## src/rtl/apb_master_arb_if.sv

```systemverilog
// APB bus bundle between the two-port master front end and downstream slaves.
// Slave select decode happens downstream, so a single psel is carried here.
interface apb_master_arb_if #(
  parameter int AW = 32,
  parameter int DW = 32
);
  logic [AW-1:0] paddr;
  logic          psel;
  logic          penable;
  logic          pwrite;
  logic [DW-1:0] pwdata;
  logic [DW-1:0] prdata;
  logic          pready;
  logic          pslverr;

  modport master (
    output paddr, psel, penable, pwrite, pwdata,
    input  prdata, pready, pslverr
  );

  modport slave (
    input  paddr, psel, penable, pwrite, pwdata,
    output prdata, pready, pslverr
  );
endinterface

```

## src/rtl/apb_master_arb.sv

```systemverilog
// Two-requester APB master: round-robin grant in IDLE, SETUP/ACCESS sequencing,
// per-transfer ACCESS timeout that completes the transfer with an error.
module apb_master_arb #(
  parameter int AW      = 32,
  parameter int DW      = 32,
  parameter int TIMEOUT = 255
) (
  input  logic          clk,
  input  logic          rst,
  input  logic          req0_valid,
  input  logic          req0_write,
  input  logic [AW-1:0] req0_addr,
  input  logic [DW-1:0] req0_wdata,
  output logic          req0_done,
  output logic [DW-1:0] req0_rdata,
  output logic          req0_err,
  input  logic          req1_valid,
  input  logic          req1_write,
  input  logic [AW-1:0] req1_addr,
  input  logic [DW-1:0] req1_wdata,
  output logic          req1_done,
  output logic [DW-1:0] req1_rdata,
  output logic          req1_err,
  apb_master_arb_if.master apb
);

  typedef enum logic [1:0] {IDLE, SETUP, ACCESS} state_t;

  localparam int TW = (TIMEOUT > 0) ? $clog2(TIMEOUT + 1) : 1;

  state_t        state;
  logic          last_grant;
  logic          owner;
  logic [TW-1:0] timer;

  logic          grant1;
  logic          timed_out;
  logic [DW-1:0] done_rdata;
  logic          done_err;

  // Port 1 wins when alone, or when both ask and port 0 had the last grant.
  assign grant1    = req1_valid && (!req0_valid || !last_grant);
  assign timed_out = (TIMEOUT != 0) && (int'(timer) + 1 == TIMEOUT);

  // NOTE: every always_comb output gets a default first so no latch is inferred.
  always_comb begin
    done_rdata = '0;
    done_err   = 1'b1;
    if (apb.pready) begin
      done_rdata = apb.pwrite ? '0 : apb.prdata;
      done_err   = apb.pslverr;
    end
  end

  // NOTE: all state here uses non-blocking assignments so every register samples pre-edge values.
  always_ff @(posedge clk) begin
    if (rst) begin
      state       <= IDLE;
      last_grant  <= 1'b1;
      owner       <= 1'b0;
      timer       <= '0;
      apb.psel    <= 1'b0;
      apb.penable <= 1'b0;
      apb.pwrite  <= 1'b0;
      apb.paddr   <= '0;
      apb.pwdata  <= '0;
      req0_done   <= 1'b0;
      req0_rdata  <= '0;
      req0_err    <= 1'b0;
      req1_done   <= 1'b0;
      req1_rdata  <= '0;
      req1_err    <= 1'b0;
    end else begin
      // Completion outputs are single-cycle; they read as zero outside the pulse.
      req0_done  <= 1'b0;
      req0_rdata <= '0;
      req0_err   <= 1'b0;
      req1_done  <= 1'b0;
      req1_rdata <= '0;
      req1_err   <= 1'b0;

      case (state)
        IDLE: begin
          if (req0_valid || req1_valid) begin
            owner       <= grant1;
            last_grant  <= grant1;
            apb.paddr   <= grant1 ? req1_addr  : req0_addr;
            apb.pwrite  <= grant1 ? req1_write : req0_write;
            apb.pwdata  <= grant1 ? req1_wdata : req0_wdata;
            apb.psel    <= 1'b1;
            apb.penable <= 1'b0;
            timer       <= '0;
            state       <= SETUP;
          end
        end

        SETUP: begin
          apb.penable <= 1'b1;
          state       <= ACCESS;
        end

        ACCESS: begin
          if (apb.pready || timed_out) begin
            apb.psel    <= 1'b0;
            apb.penable <= 1'b0;
            state       <= IDLE;
            if (owner) begin
              req1_done  <= 1'b1;
              req1_rdata <= done_rdata;
              req1_err   <= done_err;
            end else begin
              req0_done  <= 1'b1;
              req0_rdata <= done_rdata;
              req0_err   <= done_err;
            end
          end else begin
            timer <= timer + 1'b1;
          end
        end

        default: state <= IDLE;
      endcase
    end
  end

endmodule

```

## src/flat_wrapper.sv

```systemverilog
// flat-port wrapper written by rule: the top's interface ports become plain ports
module apb_master_arb_flat 
#(
  parameter int AW      = 32,
  parameter int DW      = 32,
  parameter int TIMEOUT = 255
)
  (clk, rst, req0_valid, req0_write, req0_addr, req0_wdata, req0_done, req0_rdata, req0_err, req1_valid, req1_write, req1_addr, req1_wdata, req1_done, req1_rdata, req1_err, apb_paddr, apb_psel, apb_penable, apb_pwrite, apb_pwdata, apb_prdata, apb_pready, apb_pslverr);
  apb_master_arb_if #(.AW(AW), .DW(DW)) apb_i ();
  input  logic clk;
  input  logic rst;
  input  logic req0_valid;
  input  logic req0_write;
  input  logic [AW-1:0] req0_addr;
  input  logic [DW-1:0] req0_wdata;
  output logic req0_done;
  output logic [DW-1:0] req0_rdata;
  output logic req0_err;
  input  logic req1_valid;
  input  logic req1_write;
  input  logic [AW-1:0] req1_addr;
  input  logic [DW-1:0] req1_wdata;
  output logic req1_done;
  output logic [DW-1:0] req1_rdata;
  output logic req1_err;
  output wire logic [$bits(apb_i.paddr)-1:0] apb_paddr;
  output wire logic [$bits(apb_i.psel)-1:0] apb_psel;
  output wire logic [$bits(apb_i.penable)-1:0] apb_penable;
  output wire logic [$bits(apb_i.pwrite)-1:0] apb_pwrite;
  output wire logic [$bits(apb_i.pwdata)-1:0] apb_pwdata;
  input wire logic [$bits(apb_i.prdata)-1:0] apb_prdata;
  input wire logic [$bits(apb_i.pready)-1:0] apb_pready;
  input wire logic [$bits(apb_i.pslverr)-1:0] apb_pslverr;
  assign apb_paddr = apb_i.paddr;
  assign apb_psel = apb_i.psel;
  assign apb_penable = apb_i.penable;
  assign apb_pwrite = apb_i.pwrite;
  assign apb_pwdata = apb_i.pwdata;
  assign apb_i.prdata = apb_prdata;
  assign apb_i.pready = apb_pready;
  assign apb_i.pslverr = apb_pslverr;
  apb_master_arb #(.AW(AW), .DW(DW), .TIMEOUT(TIMEOUT)) u_core (.clk(clk), .rst(rst), .req0_valid(req0_valid), .req0_write(req0_write), .req0_addr(req0_addr), .req0_wdata(req0_wdata), .req0_done(req0_done), .req0_rdata(req0_rdata), .req0_err(req0_err), .req1_valid(req1_valid), .req1_write(req1_write), .req1_addr(req1_addr), .req1_wdata(req1_wdata), .req1_done(req1_done), .req1_rdata(req1_rdata), .req1_err(req1_err), .apb(apb_i));
endmodule
```

## config.mk

```make
export PLATFORM = sky130hd
export DESIGN_NAME = apb_master_arb_flat
export DESIGN_NICKNAME = d
export VERILOG_FILES = /design/src/rtl/apb_master_arb_if.sv /design/src/rtl/apb_master_arb.sv /design/src/flat_wrapper.sv
export SDC_FILE = /design/constraint.sdc
export NUM_CORES = 1
export LEC_CHECK = 0
export ABC_AREA = 1
export BUFFER_PORTS_ARGS = -buffer_cell sky130_fd_sc_hd__buf_2
export CAP_MARGIN = 15
export CORE_AREA = 2 2 117 119
export CTS_BUF_LIST = sky130_fd_sc_hd__clkbuf_4 sky130_fd_sc_hd__clkbuf_8
export DETAILED_ROUTE_END_ITERATION = 12
export DIE_AREA = 0 0 119 121
export PLACE_DENSITY = 0.76
export SLEW_MARGIN = 20
export SYNTH_ARGS = -nofsm -noshare
export SYNTH_HDL_FRONTEND = slang
export SYNTH_SLANG_ARGS = --single-unit
```

## constraint.sdc

```tcl
create_clock -name clk -period 2.8 [get_ports clk]
set_input_delay 0.14 -clock clk [delete_from_list [all_inputs] [get_ports clk]]
set_output_delay 0.14 -clock clk [all_outputs]
set_load 0.01 [all_outputs]
```

Word level (Yosys, flattened, before mapping)
Index checks and enable logic that the tools add are counted.

storage, ports and cells
  output and inout port bits = 135
  register bits = 147
  input bits = 168

cells by class
  bitwise operators = 3
  add/subtract/negate cells = 2
  reductions and logical operators = 17
  eq/ne operators = 6
  mux-type cells = 19

operators with widths
  kind                                                              count
  32-bit 2-to-1 mux                                                 4
  32-bit by 9-bit == test with 1-bit output, second input constant  1
  8-bit 2-to-1 mux                                                  2
  8-bit one-hot mux with 2 select lines                             1
  8-bit by 1-bit adder with 9-bit output, second input constant     1
  3-bit AND reduction                                               3
  8-bit by 1-bit adder with 8-bit output, second input constant     1
  4-bit OR reduction                                                2
  1-bit 2-to-1 mux                                                  7
  2-bit one-hot mux with 3 select lines                             1
  2-bit 2-to-1 mux                                                  2
  2-bit by 1-bit != test with 1-bit output, second input constant   2
  2-bit AND reduction                                               2
  1-bit logical OR                                                  3
  1-bit inverter                                                    3
  1-bit one-hot mux with 3 select lines                             1
  3-bit nonzero test                                                1
  3-bit OR reduction                                                1
  2-bit by 1-bit == test with 1-bit output, second input constant   1
  2-bit == test, second input constant                              1
  1-bit zero test                                                   2
  2-bit zero test                                                   1
  2-bit != test, second input constant                              1
  1-bit one-hot mux with 2 select lines                             1
  2 further kinds                                                   2

Depth between registers and ports, before layout
Gate-level depths: netlist of the first run.

  depth in word-level cells = 5
  gate-level depth with buffers = 13

Worst setup path after synthesis of the first run
OpenSTA, ideal clock, no wires.

  path kind = register to register
  from = register u_core.timer[0]
  to = register u_core.req0_rdata[22]
  path buffers = 1
  arrival = 1.614 ns
  slack = 1.122 ns
  cell stages (with the launch flop) = 14
  cells stage by stage = dfxtp_1 ha_1 nand2_1 inv_1 nor2_1 nand3_1 nor2_1 nand3_1 nand2_2 nand2_4 nor2_8 nand2_4 buf_6 nor2_1

on the way
  word-level cells in the longest chain between the ends = 5

RTL lines
  what                                       RTL line               RTL
  start, declared                            apb_master_arb.sv:34   logic [TW-1:0] timer;
  start signal, assigned                     apb_master_arb.sv:117  timer <= timer + 1'b1;
  8-bit by 1-bit adder with 9-bit output     apb_master_arb.sv:43   assign timed_out = (TIMEOUT != 0) && (int'(timer) + 1 == TIMEOUT);
  32-bit by 9-bit == test with 1-bit output  apb_master_arb.sv:43
  1-bit logical OR                           apb_master_arb.sv:103  if (apb.pready || timed_out) begin
  1-bit inverter (no source line)            --
  4-bit OR reduction (no source line)        --
  end signal, assigned                       apb_master_arb.sv:113  req0_rdata <= done_rdata;
  end, declared                              apb_master_arb.sv:15   output logic [DW-1:0] req0_rdata,

No other way between the ends.
A chain may end at the register's enable or synchronous reset.

Worst setup path in the final report of the first run
  from = register u_core.state[1]
  to = register u_core.apb.paddr[18]

on the way
  word-level cells in the longest chain between the ends = 2

RTL lines
  what                                  RTL line                 RTL
  start, declared                       apb_master_arb.sv:31     state_t state;
  start signal, assigned                apb_master_arb.sv:58     state <= IDLE;
  start signal, assigned                apb_master_arb.sv:93     state <= SETUP;
  start signal, assigned                apb_master_arb.sv:99     state <= ACCESS;
  2-bit zero test                       apb_master_arb.sv:82     case (state)
  2-bit AND reduction (no source line)  --
  end signal, assigned                  apb_master_arb.sv:87     apb.paddr <= grant1 ? req1_addr : req0_addr;
  end, declared                         apb_master_arb_if.sv:17  output paddr, psel, penable, pwrite, pwdata,

No other way between the ends.

==> impl_metrics.env, run 1 <==
export IMPL_outcome="finished, final reports clean"
export IMPL_drc=0
export IMPL_worst_ir_drop_vdd_mv=0.293
export IMPL_drt_pass1_iterations=5
export IMPL_ys_seq_area_share_pct=56.7
export IMPL_die_height_um=121
export IMPL_critPathCaptureType="register"
export IMPL_min_period_over_period_pct=85.6
export IMPL_timing_max_cap_violations=0
export IMPL_grt_max_degree=67
export IMPL_vias_per_instance=4.87
export IMPL_clock_sinks=147
export IMPL_hold_class="in2reg"
export IMPL_leading_cell_types_by_total_area_after_synthesis="sky130_fd_sc_hd__dfxtp_1 (57%), sky130_fd_sc_hd__nand2_1 (13%), sky130_fd_sc_hd__nand3_1 (9.5%)"
export IMPL_async_flop_share_pct=0
export IMPL_syn_inst=657
export IMPL_register_clock_pin_slew_on_the_reported_worst_setup_and_hold_paths_ns=0.09
export IMPL_place_detailed_hpwl_um=11400
export IMPL_synth_most_common_cell="sky130_fd_sc_hd__nand2_1"
export IMPL_timing_final_setup_violations=0
export IMPL_power_per_cell_area_mw_per_mm2=556
export IMPL_max_slew_margin_pct=56.5
export IMPL_grt_first_pass_wirelength_um=31400
export IMPL_cts_path_max_buffers=2
export IMPL_yosys_register_bits=147
export IMPL_post_syn_nets=827
export IMPL_final_period_minus_worst_setup_slack_ns=2.40
export IMPL_netlist_top_cell_by_area="sky130_fd_sc_hd__dfxtp_1"
export IMPL_yosys_area_top_type_share_pct=56.7
export IMPL_timing_critical_path_required_ns=3.18
export IMPL_row_count=42
export IMPL_drt_initial_drc_count=412
export IMPL_wl_um=20500
export IMPL_p_total_mw=4.91
export IMPL_floorplan_initialDensity_pct=39.7
export IMPL_detailroute_via_count=6360
export IMPL_source_to_sink_clock_delay_at_the_later_pin_of_the_worst_skew_pair_ns=0.44
export IMPL_die_w_um=119
export IMPL_synth_area_per_cell_um2=7.90
export IMPL_track_usage_pct=27.9
export IMPL_yosysWarnings=0
export IMPL_grt_pass1_vias=6433
export IMPL_drive_above_1_share_pct=32.1
export IMPL_report_final_hold_viol_count=0
export IMPL_synth_main_ff_cell="sky130_fd_sc_hd__dfxtp_1"
export IMPL_rr_worst_depth=7
export IMPL_filler_cell_count=950
export IMPL_crit_fanout=66
export IMPL_cts_tree="yes"
export IMPL_io_pins=303
export IMPL_startpoint_type="register"
export IMPL_cts_root_buf="sky130_fd_sc_hd__clkbuf_8"
export IMPL_cts_setup_buffers=0
export IMPL_clock_fmax_ghz=0.417
export IMPL_cts_inserted_buffers=17
export IMPL_core_area_mm2=0.0131
export IMPL_synthDistinctLibCells=27
export IMPL_layout_nets=1277
export IMPL_grt_setup_unrepaired="false"
export IMPL_gr_total_overflow=0
export IMPL_worstPathArrival_ns=2.78
export IMPL_finalWeightedCongestion=0.839
export IMPL_tns_ns=0
export IMPL_skew_ns=0.0146
export IMPL_grt_antenna_before_repair=9
export IMPL_cts_htree_levels=4
export IMPL_path_class="reg2reg"
export IMPL_area_of_the_die_mm2=0.0144
export IMPL_wl_per_cell_um=15.7
export IMPL_report_final_slew_viol_count=0
export IMPL_number_of_synthesized_flops_with_an_enable_pin=0
export IMPL_layout_area_overhead_vs_synth_pct=70.1
export IMPL_numPortBuffers=302
export IMPL_p_leak_nw=4.48
export IMPL_hold_path_depth=3
export IMPL_synth_cells_most_frequent="sky130_fd_sc_hd__nand2_1 (177), sky130_fd_sc_hd__dfxtp_1 (147), sky130_fd_sc_hd__nor2_1 (116)"
export IMPL_post_synth_instance_area_mm2=0.00519
export IMPL_drtAntennaViolNets=0
export IMPL_max_slew_worst_pin_slew_ns=0.653
## power by group
part           switching [mW]  internal, mW
Combinational           0.479         0.473
Clock                   0.886         0.757
Sequential             0.0898          2.22
Total                    1.45          3.45
## cells by family (layout without fill, tap and decap cells)
family,Yosys count,count (layout),synth area share [%]
AOI/OAI and AO/OA,49,49,4.97
and+or+nand+nor,405,405,33.0
other,0,9,0
buffers and inverters,54,517,4.89
DFF,147,147,56.7
adders and majority gates,2,2,0.482
## cell usage in the layout (no fill, tap or decap), types with 4 or more instances in the layout
cell type	netlist	final
sky130_fd_sc_hd__buf_2	2	302
sky130_fd_sc_hd__nand2_1	177	177
sky130_fd_sc_hd__dlygate4sd3_1	0	160
sky130_fd_sc_hd__dfxtp_1	147	147
sky130_fd_sc_hd__nor2_1	116	114
sky130_fd_sc_hd__nand3_1	99	99
sky130_fd_sc_hd__o21ai_0	43	43
sky130_fd_sc_hd__clkbuf_8	0	18
sky130_fd_sc_hd__inv_1	13	11
sky130_fd_sc_hd__diode_2	0	9
sky130_fd_sc_hd__buf_4	1	6
sky130_fd_sc_hd__inv_2	2	4
sky130_fd_sc_hd__inv_8	0	4
## repair_timing
item,CTS,global route
hold endpoints to repair,131,0
hold buffers,160,0
resized for setup,0,0
## metal layers
metal / wire length [µm] / vias up / track usage [%]
met1: 7480 / 2870 / 29.0
met5: 0 / - / 0
met2: 10100 / 413 / 49.4
met3: 1980 / 69 / 8.74
li1: - / 3008 / -
met4: 933 / 0 / 16.3
## final timing paths
kind | startpoint | end | slack (ns)
max | u_core.state[1] | u_core.apb.paddr[18] | 0.40
min | req1_addr[21] | u_core.apb.paddr[21] | 0.03
max reg2reg | u_core.state[1] | u_core.apb.paddr[18] | 0.40
min reg2reg | u_core.apb.psel | u_core.apb.psel | 0.47
## flip-flops by register name (all words and copies together) (netlist names)
register and cells:
u_core.req0_done 1, u_core.req0_err 1, u_core.apb.paddr 32, u_core.req1_done 1, u_core.state 2, u_core.apb.pwrite 1, u_core.apb.penable 1, u_core.owner 1
u_core.last_grant 1, u_core.req0_rdata 32, u_core.req1_rdata 32, u_core.apb.pwdata 32, u_core.req1_err 1, u_core.timer 8, u_core.apb.psel 1
## stage by stage
stage | hold slack (ns) | utilization [%] | worst slack (ns) | instance area [µm²] | std cells
3_3_place_gp | 0.338 | 52.0 | 0.934 | 6810 | 1104
2_1_floorplan | 0.209 | - | 1.12 | 5190 | 657
4_1_cts | 0.00278 | 67.3 | 0.576 | 8800 | 1296
6_report | 0.0262 | 67.5 | 0.402 | 8830 | 1305
5_1_grt | 0.0169 | 67.4 | 0.239 | 8820 | 1304
3_5_place_dp | 0.342 | 52.0 | 0.852 | 6810 | 1104
## cell type report
| class | instances | area, µm² | area share (%) |
|---|---|---|---|
| Antenna cell | 9 | 22.5 | 0.255 |
| Clock buffer | 18 | 248 | 2.81 |
| Clock inverter | 14 | 146 | 1.66 |
| Inverter | 16 | 60.1 | 0.680 |
| Multi-Input combinational cell | 456 | 2010 | 22.8 |
| Sequential cell | 147 | 2940 | 33.3 |
| Tap cell | 176 | 220 | 2.50 |
| Timing Repair Buffer | 469 | 3180 | 36.0 |
## worst max-delay path, stage by stage, from the launching register on
cell                            delay, ns
sky130_fd_sc_hd__dfxtp_1             0.32
sky130_fd_sc_hd__inv_1               0.07
sky130_fd_sc_hd__o211ai_1            0.18
sky130_fd_sc_hd__nor2_4              0.13
sky130_fd_sc_hd__buf_4               0.51
sky130_fd_sc_hd__o21ai_0             0.27
sky130_fd_sc_hd__o21ai_0             0.23
sky130_fd_sc_hd__dlygate4sd3_1       0.58
(Power assumes the default switching activity.)
==> run 2, diff against run 1 <==
--- a/config.mk
+++ b/config.mk
@@ -5,14 +5,13 @@
 export SDC_FILE = /design/constraint.sdc
 export NUM_CORES = 1
 export LEC_CHECK = 0
-export ABC_AREA = 1
 export BUFFER_PORTS_ARGS = -buffer_cell sky130_fd_sc_hd__buf_2
 export CAP_MARGIN = 15
-export CORE_AREA = 2 2 117 119
+export CORE_AREA = 2 2 119 121
 export CTS_BUF_LIST = sky130_fd_sc_hd__clkbuf_4 sky130_fd_sc_hd__clkbuf_8
 export DETAILED_ROUTE_END_ITERATION = 12
-export DIE_AREA = 0 0 119 121
-export PLACE_DENSITY = 0.76
+export DIE_AREA = 0 0 121 123
+export PLACE_DENSITY = 0.75
 export SLEW_MARGIN = 20
 export SYNTH_ARGS = -nofsm -noshare
 export SYNTH_HDL_FRONTEND = slang
==> impl_metrics.env, run 2 <==
export IMPL_timing_final_setup_violations=0
export IMPL_drt_pass1_iterations=4
export IMPL_synth_main_ff_cell="sky130_fd_sc_hd__dfxtp_1"
export IMPL_yosys_register_bits=147
export IMPL_report_final_slew_viol_count=0
export IMPL_cts_root_buf="sky130_fd_sc_hd__clkbuf_8"
export IMPL_report_final_hold_viol_count=0
export IMPL_yosysWarnings=0
export IMPL_cts_path_max_buffers=2
export IMPL_whs_endpoint="u_core.apb.pwdata[13]"
export IMPL_async_flop_share_pct=0
export IMPL_grt_antenna_before_repair=1
export IMPL_area_of_the_die_mm2=0.0149
export IMPL_yosys_area_top_type_share_pct=54.2
export IMPL_hold_path_depth=3
export IMPL_power_per_cell_area_mw_per_mm2=594
export IMPL_timing_critical_path_required_ns=3.18
export IMPL_final_seq_area_mm2=0.00294
export IMPL_clock_sinks=147
export IMPL_netlist_top_cell_by_area="sky130_fd_sc_hd__dfxtp_1"
export IMPL_critPathCaptureType="register"
export IMPL_io_pins=303
export IMPL_number_of_synthesized_flops_with_an_enable_pin=0
export IMPL_critical_path_cell_chain="ha_1 -> and4b_1 -> a32oi_1 -> a211oi_2 -> a21oi_2 -> nor2_4 -> and3_1"
export IMPL_cts_tree="yes"
export IMPL_cts_inserted_buffers=17
export IMPL_outcome="finished, final reports clean"
export IMPL_max_slew_worst_pin_slew_ns=0.831
export IMPL_post_synth_instance_area_mm2=0.00543
export IMPL_post_syn_nets=700
export IMPL_layout_area_overhead_vs_synth_pct=48.1
export IMPL_layout_nets=1039
export IMPL_register_clock_pin_slew_on_the_reported_worst_setup_and_hold_paths_ns=0.09
export IMPL_drtAntennaViolNets=0
export IMPL_ys_seq_area_share_pct=54.2
export IMPL_rr_worst_depth=7
export IMPL_grt_first_pass_wirelength_um=23700
export IMPL_post_synth_xor_area_fraction_pct=0.161
export IMPL_leading_cell_types_by_total_area_after_synthesis="sky130_fd_sc_hd__dfxtp_1 (54%), sky130_fd_sc_hd__mux2i_1 (12%), sky130_fd_sc_hd__a211oi_1 (9.3%)"
export IMPL_numPortBuffers=302
export IMPL_drt_initial_drc_count=222
export IMPL_grt_pass1_vias=4838
export IMPL_row_count=43
export IMPL_p_leak_nw=4.13
export IMPL_timing_hold_worst_start="req1_wdata[13]"
export IMPL_synth_adder_area_share_pct=0.461
export IMPL_skew_ns=0.0136
export IMPL_synth_compound_area_share_pct=12.5
export IMPL_tns_ns=0
export IMPL_floorplan_initialDensity_pct=39.9
export IMPL_crit_slowest_cell="sky130_fd_sc_hd__nor2_4"
export IMPL_vias_per_instance=4.90
export IMPL_final_cell_mix="sky130_fd_sc_hd__buf_2 (302), sky130_fd_sc_hd__dfxtp_1 (147), sky130_fd_sc_hd__nor2_1 (73), sky130_fd_sc_hd__and3_1 (69), sky130_fd_sc_hd__a211oi_1 (67)"
export IMPL_place_detailed_hpwl_um=11000
export IMPL_area_share_of_and_or_nand_nor_cells_after_synthesis_pct=17.2
export IMPL_hold_class="in2reg"
export IMPL_clock_fmax_ghz=0.421
export IMPL_synth_cells_most_frequent="sky130_fd_sc_hd__dfxtp_1 (147), sky130_fd_sc_hd__nor2_1 (73), sky130_fd_sc_hd__and3_1 (69)"
export IMPL_grt_setup_unrepaired="false"
export IMPL_hold_worst_slack_ns=0.0340
export IMPL_min_period_over_period_pct=84.8
export IMPL_synth_top_family_by_area="simple AND/OR/NAND/NOR gates"
export IMPL_worst_ir_drop_vdd_mv=0.382
export IMPL_crit_fanout=33
export IMPL_synth_area_per_cell_um2=10.3
export IMPL_core_area_mm2=0.0136
export IMPL_final_period_minus_worst_setup_slack_ns=2.38
export IMPL_standard_cell_area_after_detailed_placement_mm2=0.00708
export IMPL_max_slew_margin_pct=44.6
export IMPL_timing_max_cap_violations=0
export IMPL_source_to_sink_clock_delay_at_the_later_pin_of_the_worst_skew_pair_ns=0.45
export IMPL_drc=0
export IMPL_die_height_um=123
export IMPL_startpoint_type="register"
export IMPL_drive_above_1_share_pct=39.6
export IMPL_timing_reg2reg_setup_slack_ns=0.42
export IMPL_gr_total_overflow=0
export IMPL_regToRegStartpoint="u_core.timer[1]"
export IMPL_wl_um=16000
export IMPL_finalWeightedCongestion=0.789
export IMPL_synth_most_common_cell="sky130_fd_sc_hd__dfxtp_1"
export IMPL_die_w_um=121
export IMPL_layout_commonest_cell="sky130_fd_sc_hd__buf_2"
export IMPL_cts_setup_buffers=0
export IMPL_track_usage_pct=20.5
export IMPL_detailroute_via_count=5215
export IMPL_path_class="reg2reg"
export IMPL_filler_cell_count=1132
export IMPL_synthDistinctLibCells=45
export IMPL_cts_htree_levels=4
export IMPL_grt_max_degree=89
export IMPL_critPathMaxStageDelay_ns=0.50
export IMPL_timing_rr_end="u_core.req1_rdata[1]"
export IMPL_multiInputGateArea_mm2=0.00232
export IMPL_wl_per_cell_um=15.0
export IMPL_syn_inst=530
export IMPL_worstPathArrival_ns=2.75
export IMPL_postLayoutCellArea_mm2=0.00805
export IMPL_post_synth_mux_area_share_pct=12.0
## run 2: changes by cell type after synthesis, moves of 5 or more
cell                       previous run  this run
sky130_fd_sc_hd__mux2i_1              0        65
sky130_fd_sc_hd__and3_1               0        69
sky130_fd_sc_hd__a211o_1              0         5
sky130_fd_sc_hd__nor3_1               0         6
sky130_fd_sc_hd__o21ai_0             43         1
sky130_fd_sc_hd__buf_6                6         0
sky130_fd_sc_hd__buf_2                2        11
sky130_fd_sc_hd__inv_1               13         2
sky130_fd_sc_hd__a211oi_1             0        67
sky130_fd_sc_hd__nor2_1             116        73
sky130_fd_sc_hd__nand3_1             99         2
sky130_fd_sc_hd__nand2_1            177         8
## run 2: logic make-up (layout without fill, tap and decap cells)
logic type	Yosys count	count (layout)
XOR/XNOR	1	1
AO/OA/AOI/OAI	89	89
adder cells (fa/ha/maj)	2	2
other	0	2
multiplexers	65	65
buffers and inverters	47	399
AND/OR/NAND/NOR	179	179
flip-flops	147	147
## run 2: power by group
| group | total [mW] | switching (mW) | internal, mW |
|---|---|---|---|
| clock network | 1.65 | 0.908 | 0.740 |
| logic | 0.834 | 0.444 | 0.391 |
| registers | 2.29 | 0.0713 | 2.22 |
## run 2: per-layer routing
metal / wire, µm / track usage (%) / up-vias
met5: 0 / 0 / -
met4: 186 / 8.14 / 0
met3: 1470 / 6.92 / 15
met2: 7690 / 34.1 / 223
met1: 6660 / 24.5 / 2372
li1: - / - / 2605
## run 2: layout make-up
cell class	instances	share of cell area [%]
flip-flops and latches	147	36.6
multi-input cells	336	28.8
repair buffers	365	26.7
clock buffers	17	2.91
well taps	180	2.80
clock inverters	15	2.01
inverters	2	0.0933
diodes	2	0.0622
## run 2: how the worst max path moves through the flow
| stage | from | end | slack [ns] | cells after the start |
|---|---|---|---|---|
| finish | u_core.timer[1] | u_core.req1_rdata[1] | 0.42 | 7 |
| CTS | u_core.timer[0] | u_core.req1_rdata[1] | 0.09 | 7 |
| global placement | u_core.timer[0] | u_core.req1_rdata[21] | 0.17 | 7 |
| detailed placement | u_core.timer[0] | u_core.req1_rdata[17] | 0.12 | 7 |
| global route | u_core.timer[0] | u_core.req1_rdata[1] | 0.22 | 7 |
| floorplan | u_core.timer[0] | u_core.timer[2] | 0.69 | 8 |
## run 2: metrics by stage
| step | power (mW) | utilization [%] | std cells | worst slack, ns |
|---|---|---|---|---|
| floorplan | 2.76 | - | 530 | 0.694 |
| global placement | 3.10 | 52.0 | 974 | 0.167 |
| detailed placement | 3.11 | 52.0 | 974 | 0.124 |
| CTS | 4.82 | 59.0 | 1062 | 0.0906 |
| global route | 5.00 | 59.1 | 1062 | 0.222 |
| finish | 4.78 | 59.1 | 1064 | 0.425 |
## run 2: timing repair
item	4_1_cts	5_1_grt
endpoints found under the setup margin	0	32
gates resized for setup	0	1
hold buffers	56	0
hold endpoints to repair	84	0
## run 2: worst max-delay path, delay by kind of cell (launching register included)
family	cells	cell delay [ns]
simple gates	3	1.00
flops	1	0.44
compound gates	3	0.53
fa+ha+maj	1	0.33
